==> src/rtl/cpu_pkg.sv <==
// cpu_pkg: shared opcode constants, default widths and fetch FSM encoding for the 8-bit RISC core.
package cpu_pkg;

    localparam int DEF_ADDR_W = 5;
    localparam int DEF_DATA_W = 8;

    localparam logic [2:0] OP_HLT = 3'd0;
    localparam logic [2:0] OP_SKZ = 3'd1;
    localparam logic [2:0] OP_ADD = 3'd2;
    localparam logic [2:0] OP_AND = 3'd3;
    localparam logic [2:0] OP_XOR = 3'd4;
    localparam logic [2:0] OP_LDA = 3'd5;
    localparam logic [2:0] OP_STO = 3'd6;
    localparam logic [2:0] OP_JMP = 3'd7;

    typedef enum logic [1:0] {
        S_FETCH = 2'd0,
        S_ISSUE = 2'd1,
        S_HALT  = 2'd2
    } fetch_state_e;

endpackage

==> src/rtl/pc_next.sv <==
// pc_next: next program counter for the retiring instruction, modulo 2^ADDR_W.
module pc_next
    import cpu_pkg::*;
#(
    parameter int ADDR_W = DEF_ADDR_W
) (
    input  logic [ADDR_W-1:0] pc,
    input  logic [ADDR_W-1:0] operand,
    input  logic [2:0]        opcode,
    input  logic              acc_zero,
    output logic [ADDR_W-1:0] pc_nxt
);

    always_comb
        pc_nxt = (opcode == OP_JMP) ? operand
               : pc + ((opcode == OP_SKZ && acc_zero) ? ADDR_W'(2) : ADDR_W'(1));

endmodule

==> src/rtl/instr_fetch.sv <==
// instr_fetch: owns the PC, fetches instruction bytes over a valid handshake and holds
// the decoded opcode/operand until the controller retires it; applies skip, jump and halt.
module instr_fetch
    import cpu_pkg::*;
#(
    parameter int ADDR_W = DEF_ADDR_W,
    parameter int DATA_W = DEF_DATA_W
) (
    input  logic              clk,
    input  logic              rst_n,
    output logic              mem_rd,
    output logic [ADDR_W-1:0] mem_addr,
    input  logic [DATA_W-1:0] mem_rdata,
    input  logic              mem_valid,
    output logic [2:0]        opcode,
    output logic [ADDR_W-1:0] operand,
    output logic              instr_valid,
    input  logic              instr_done,
    input  logic              acc_zero,
    input  logic              resume,
    output logic              halted,
    output logic [ADDR_W-1:0] pc
);

    fetch_state_e      state_q, state_d;
    logic [DATA_W-1:0] ir_q, ir_d;
    logic [ADDR_W-1:0] pc_q, pc_d, pc_nxt;
    logic              mem_rd_q, mem_rd_d;
    logic              fetch_hit;

    pc_next #(.ADDR_W(ADDR_W)) u_pc_next (
        .pc       (pc_q),
        .operand  (ir_q[ADDR_W-1:0]),
        .opcode   (ir_q[DATA_W-1 -: 3]),
        .acc_zero (acc_zero),
        .pc_nxt   (pc_nxt)
    );

    always_ff @(posedge clk or negedge rst_n) begin
        if (!rst_n) begin
            state_q  <= S_FETCH;
            ir_q     <= '0;
            pc_q     <= '0;
            mem_rd_q <= 1'b0;
        end else begin
            state_q  <= state_d;
            ir_q     <= ir_d;
            pc_q     <= pc_d;
            mem_rd_q <= mem_rd_d;
        end
    end

    // data only counts once our registered request is actually on the bus
    always_comb fetch_hit = state_q == S_FETCH && mem_rd_q && mem_valid;

    always_comb begin
        state_d = state_q;
        case (state_q)
            S_FETCH: state_d = fetch_hit ? S_ISSUE : S_FETCH;
            S_ISSUE: state_d = (ir_q[DATA_W-1 -: 3] == OP_HLT) ? S_HALT
                             : instr_done ? S_FETCH : S_ISSUE;
            S_HALT:  state_d = resume ? S_FETCH : S_HALT;
            default: state_d = S_FETCH;
        endcase
    end

    always_comb begin
        ir_d     = fetch_hit ? mem_rdata : ir_q;
        pc_d     = (state_q == S_ISSUE && state_d != S_ISSUE) ? pc_nxt : pc_q;
        mem_rd_d = state_d == S_FETCH;
    end

    always_comb begin
        mem_rd      = mem_rd_q;
        mem_addr    = pc_q;
        opcode      = ir_q[DATA_W-1 -: 3];
        operand     = ir_q[ADDR_W-1:0];
        instr_valid = state_q == S_ISSUE;
        halted      = state_q == S_HALT;
        pc          = pc_q;
    end

endmodule
==> config.mk <==
export PLATFORM = sky130hd
export DESIGN_NAME = instr_fetch
export DESIGN_NICKNAME = d
export VERILOG_FILES = /design/src/rtl/cpu_pkg.sv /design/src/rtl/pc_next.sv /design/src/rtl/instr_fetch.sv
export SDC_FILE = /design/constraint.sdc
export NUM_CORES = 1
export LEC_CHECK = 0
export CAP_MARGIN = 20
export CORE_UTILIZATION = 43
export CTS_BUF_LIST = sky130_fd_sc_hd__clkbuf_4 sky130_fd_sc_hd__clkbuf_8
export CTS_CLUSTER_DIAMETER = 150
export DETAILED_ROUTE_END_ITERATION = 7
export GPL_ROUTABILITY_DRIVEN = 1
export PLACE_DENSITY = 0.8
export SKIP_CTS_REPAIR_TIMING = 1
export SKIP_LAST_GASP = 1
export SYNTH_ARGS = -nofsm -noshare
export SYNTH_HDL_FRONTEND = slang
export SYNTH_SLANG_ARGS = --single-unit
==> constraint.sdc <==
create_clock -name clk -period 2 [get_ports clk]
set_input_delay 0.4 -clock clk [delete_from_list [all_inputs] [get_ports clk]]
set_output_delay 0.4 -clock clk [all_outputs]
set_load 0.05 [all_outputs]
==> metrics.md <==
| Metric | Value |
|---|---|
| Total CTS buffers | 3 |
| Htree depth | 1 |
| Insertion delay to the later sink of the worst-skew pair | 0.28 ns |
| Core area | about 0.0018 mm² |
| Ranking of synthesized cells by area | dfrtp_1 (47%), mux2_2 (11%), buf_4 (4.5%), o21ai_0 (3.6%), nand2_1 (3.1%) |
| EDFF count, synth | 0 |
| Synth top area share | between 40% and 50% |
| Post-layout net count | 132 |
| All-Layer GR Usage | between 10% and 20% |
| CTS Root Cell | clkbuf_4 |
| Initial antenna violation count | 0 |
| Area Growth Syn to Fin | 46.4% |
| Slew of the pin with the lowest slew margin | 0.515 ns |
| I/O pin count | 35 |
| Critical Path AT | roughly 1.5 ns |
| Post-layout util | 69.3% |
| Buffers and inverters on the worst path | 1 |
| Gp weighted congestion | 0.736 |
| Input/output buffers | 34 |
| Starting DRT DRC Count | 12 |
| CP cell instances | clkdlybuf4s50_1 |
| Synth area leader | dfrtp_1 |
| Worst setup path class | flop to output port |
| FMAX | roughly 520 MHz |
| Final Hold Viols | 0 |
| Final setup skew | between 0.005 and 0.006 ns |
| Final min period | approximately 1.9 ns |
| Wire per inst | 12.6 µm |
| Worst setup EP type | output port |
| Largest stage delay on the critical path | between 0.8 and 0.9 ns |
| First-pass GRT wire length | around 2700 µm |
| Crit share post-route | between 90% and 100% |
| Startpoint Class | flop |
| Delay-heaviest family, CP | buffers and inverters |
| RSZ-0062 raised after global routing | no |
| Post-synthesis sequential area ratio | ~47% |
| Mapped Area | between 800 and 900 µm² |
| Vias | between 600 and 700 |
| Most instantiated cells after synthesis | dfrtp_1 (16), mux2_2 (8), nand2_1 (7) |
| Synth async-reset ratio | between 90% and 100% |
| Pre-antenna DRT Iters | 4 |
| Final Max Slew Viols | 0 |
| Synth Instances | 79 |
| Die Height | about 46 µm |
| Largest net degree at the start of global routing | 11 |
| Maximum clock path buffer count | 2 |
| CTS sink cnt | 16 |
| Antenna Cells | 0 |
| Die ar. | between 0.002 and 0.0025 mm² |
| Synth warn | 0 |
| GR Overflow Total | 0 |
| Depth of the most critical reg-to-reg path | 7 |
| Critical-path top delay cell | clkdlybuf4s50_1 |
| Synthesized flop and latch total | 16 |
| Crit path max fanout | 5 |
| Most common cell in the netlist | dfrtp_1 |
| # rows | 15 |
| WP depth | 1 |
| CTS tree | built |
| DP HPWL | between 1000 and 1500 µm |
| Distinct cells, synth | 29 |
| Final hold slack | ~0.39 ns |
| Dominant synthesized flop cell | dfrtp_1 |
| Hold WC Path Type | input port to async pin |
| Number of global-route vias before repair | approximately 650 |
| Max Cap Viol | 0 |
| Worst-path clk slew | 0.09 ns |
| Chip Width | 46.3 µm |
| DRC viols | 0 |
| Vias/cell | 5.03 |
| Syn nets | 96 |
| Synthesized area per cell | around 11 µm² |
| CP required | between 1.5 and 2 ns |
| Worst slew margin | between 60 and 70% |
| Finish-stage setup viols | 0 |
| Status | finished clean |
| Final wirelength | between 1500 and 2000 µm |
| DRT antenna net count | 0 |
| Fraction of layout cells with a size suffix above 1 | approximately 23% |
| Starting Density | between 40% and 50% |
[flip-flops by register name, summed over array words and instances, names as in the netlist]
register	count
ir_q	8
mem_addr	5
mem_rd	1
state_q	2
[per-stage QoR]
| stage | setup slack, ns | instances | cell area [µm²] | TNS [ns] |
|---|---|---|---|---|
| floorplan | 0.0303 | 79 | 846 | 0 |
| CTS | 0.0385 | 139 | 1230 | 0 |
| detailed placement | -0.150 | 135 | 1200 | -0.326 |
| global placement | -0.0950 | 135 | 1200 | -0.178 |
| finish | 0.0741 | 139 | 1230 | 0 |
| global route | 0.00906 | 139 | 1230 | 0 |
[area by class of cell]
class                      instances  area [µm²]
sequential                        16         403
timing repair buffer              37         370
fill                             148         548
tap                               25        31.3
clock buffer                       4        30.0
multi-input combinational         53         385
inverter                           4        15.0
[worst paths after layout]
check	from	to	slack [ns]
max	mem_addr[1]	pc[1]	0.07
min	rst_n	state_q[0]	0.39
min reg2reg	ir_q[1]	ir_q[1]	0.54
max in group asynchronous	rst_n	mem_addr[4]	1.16
min in group clk	ir_q[1]	ir_q[1]	0.54
max reg2reg	ir_q[6]	mem_addr[4]	0.15
[metal layers]
metal	up-vias	global-route usage (%)	wire, µm
li1	344	-	-
met1	334	21.3	792
met2	19	32.7	886
met3	2	2.35	45
met4	0	7.06	20
met5	-	0	0
[cell families after synthesis]
family	after synthesis	share of synthesized area [%]
AOI/OAI and AO/OA	18	12.9
buffers and inverters	10	6.82
DFF	16	47.5
and+or+nand+nor	23	15.6
muxes	9	11.9
adders and majority gates	3	5.34
[placed cells by master (no fill, tap or decap)]
| master | instances |
|---|---|
| dfrtp_2 | 2 |
| and2_1 | 1 |
| nand2b_2 | 1 |
| nor4_2 | 1 |
| dfrtp_1 | 14 |
| mux2_2 | 8 |
| clkdlybuf4s50_1 | 30 |
| o21ai_1 | 1 |
| o22a_1 | 2 |
| dlymetal6s2s_1 | 1 |
| o21a_1 | 1 |
| buf_4 | 5 |
| a211oi_1 | 1 |
| inv_1 | 3 |
| nand2_1 | 7 |
| fa_1 | 1 |
| inv_2 | 1 |
| nor3_4 | 1 |
| or3_1 | 1 |
| a21o_1 | 1 |
| or2_2 | 1 |
| nor2_1 | 3 |
| mux2i_1 | 1 |
| o21ai_0 | 6 |
| and3_1 | 1 |
| nor3_1 | 3 |
| a21oi_1 | 5 |
| nor2b_1 | 1 |
| ha_1 | 2 |
| nand3_1 | 2 |
| clkbuf_4 | 4 |
| o21ai_2 | 1 |
| buf_12 | 1 |
Power is not shown: default switching activity piles up to over one toggle a cycle in this logic, so the estimate is an artifact.
==> RTL change: new RTL, config.mk and constraints unchanged <==
Register the inputs `mem_rdata`, `mem_valid`, `instr_done`, `acc_zero` and `resume` before use, without a reset. The logic sees them one clock later.
--- a/src/rtl/instr_fetch.sv
+++ b/src/rtl/instr_fetch.sv
@@ -23,4 +23,18 @@
 );
 
+    logic [DATA_W-1:0] mem_rdata_q;
+    logic mem_valid_q;
+    logic instr_done_q;
+    logic acc_zero_q;
+    logic resume_q;
+
+    always_ff @(posedge clk) begin
+        mem_rdata_q  <= mem_rdata;
+        mem_valid_q  <= mem_valid;
+        instr_done_q <= instr_done;
+        acc_zero_q   <= acc_zero;
+        resume_q     <= resume;
+    end
+
     fetch_state_e      state_q, state_d;
     logic [DATA_W-1:0] ir_q, ir_d;
@@ -33,5 +47,5 @@
         .operand  (ir_q[ADDR_W-1:0]),
         .opcode   (ir_q[DATA_W-1 -: 3]),
-        .acc_zero (acc_zero),
+        .acc_zero (acc_zero_q),
         .pc_nxt   (pc_nxt)
     );
@@ -52,5 +66,5 @@
 
     // data only counts once our registered request is actually on the bus
-    always_comb fetch_hit = state_q == S_FETCH && mem_rd_q && mem_valid;
+    always_comb fetch_hit = state_q == S_FETCH && mem_rd_q && mem_valid_q;
 
     always_comb begin
@@ -59,6 +73,6 @@
             S_FETCH: state_d = fetch_hit ? S_ISSUE : S_FETCH;
             S_ISSUE: state_d = (ir_q[DATA_W-1 -: 3] == OP_HLT) ? S_HALT
-                             : instr_done ? S_FETCH : S_ISSUE;
-            S_HALT:  state_d = resume ? S_FETCH : S_HALT;
+                             : instr_done_q ? S_FETCH : S_ISSUE;
+            S_HALT:  state_d = resume_q ? S_FETCH : S_HALT;
             default: state_d = S_FETCH;
         endcase
@@ -66,5 +80,5 @@
 
     always_comb begin
-        ir_d     = fetch_hit ? mem_rdata : ir_q;
+        ir_d     = fetch_hit ? mem_rdata_q : ir_q;
         pc_d     = (state_q == S_ISSUE && state_d != S_ISSUE) ? pc_nxt : pc_q;
         mem_rd_d = state_d == S_FETCH;
Function: changed (Yosys sat finds a counterexample within 4 cycles, from zero or initial values and one cycle with rst_n low).
==> RTL change against the unedited design <==
- worst setup slack got worse by 9.3 ps
- cell area increased by 25%
- wire length increased by 11%
- synthesized area increased by 28%
- global-route usage decreased by 1.1 points
- critical endpoint is now opcode[1]
- sequential cell count increased by 12
Power is left out: the tool's default activity adds up to more than one toggle a clock period on the data nets, which glitch-free logic cannot reach.
==> RTL change: results (changes against the unedited design) <==
stage,metric,value,unit,change
placed_design,gp_congestion,0.805,,+9.3%
placed_design,post-place-ws,126,ps,+277 ps
yosys,synthAdderAreaFrac,4.18,%,-1.2 points
worst_setup_path,worstPathMaxFanout,3,,-2
detailed_routing,viasPerCell,4.84,,-3.7%
worst_setup_path,reg2regPathDepth,9,,+2
global_routing,grt_pass1_vias,712,,+9.9%
clock_tree,insertion_delay,320,ps,+40 ps
global_routing,antenna_found_initial,0,,unchanged
yosys,ys_types,28,,-3.4%
detailed_routing,wl_per_cell,12.8,um,+1.6%
timing,slew_headroom,64.7,%,-0.89 points
clock_tree,path_clk_slew,130,ps,+40 ps
yosys,yosys-top-cells-area,"dfrtp_1 (37%), dfxtp_1 (22%), mux2_2 (8.4%), buf_4 (3.5%), o22a_1 (3.2%)",,
yosys,synth_commonest_cells,"dfrtp_1 (16), dfxtp_1 (12), mux2_2 (8)",,
layout,drive_gt1_share,21.8,%,-1.0 points
layout,nets,142,,+7.6%
yosys,synth_nets,107,,+11%
run_status,status,finished clean,,
yosys,synthMuxAreaShare,9.28,%,-2.6 points
worst_setup_path,startpoint,ir_q[6],,
yosys,synth-seq-area-share,59.4,%,+12 points
detailed_routing,drt_iter0_markers,4,,-8
placed_design,numPlacedInstances,147,,+8.9%
detailed_routing,via_count,736,,+5.3%
worst_setup_path,slowest_delay,820,ps,
global_routing,grt_pass1_wl,3200,um,+18%
placed_design,dp_hpwl,1500,um,+6.1%
yosys,ys_async_sr_fraction,57.1,%,-43 points
worst_setup_path,r2r-start,ir_q[7],,
global_routing,grt_usage,17.0,%,-1.1 points
yosys,syn_inst,90,,+14%
global_routing,grt_max_degree,17,,+6
## RTL change: cell types whose count changed after synthesis, moves of 2 or more
cell,change
a31oi_1,+2
o21ai_0,-2
o22a_1,+2
dfxtp_1,+12
a21oi_1,-2
## RTL change: per-layer routing
layer | routed length, um | GRT usage, % | vias to the layer above
met3 | 77 | 5.26 | 4
li1 | - | - | 376
met2 | 1010 | 29.1 | 18
met1 | 821 | 19.6 | 338
met4 | 30 | 6.31 | 0
met5 | 0 | 0 | -
## RTL change: cells by family after synthesis
logic type      Yosys count
compound gates           17
fa+ha+maj                 3
buf+inv                  11
flops                    28
mux                       9
simple gates             22
## RTL change: final cells by class
| class | instances | area, um^2 |
|---|---|---|
| clock buffers | 3 | 22.5 |
| clock inverters | 1 | 30.0 |
| fillers | 183 | 759 |
| inverters | 5 | 18.8 |
| multi-input cells | 51 | 384 |
| flip-flops and latches | 28 | 644 |
| well taps | 28 | 35.0 |
| repair buffers | 36 | 403 |
## RTL change: through the flow
stage	area (um^2)	hold WS (ps)
detailed placement	1430	455
finish	1540	334
floorplan	1080	104
CTS	1480	332
global route	1540	329
global placement	1430	442
## RTL change: path summary, 6_finish.rpt
path,endpoint,slack [ps]
worst max-delay path,opcode[1],60
worst min-delay path,ir_q[5],330
worst max register to register,mem_addr[4],180
worst min register to register,ir_q[6],480
max in group asynchronous,mem_addr[1],1220
min in group clk,ir_q[6],480
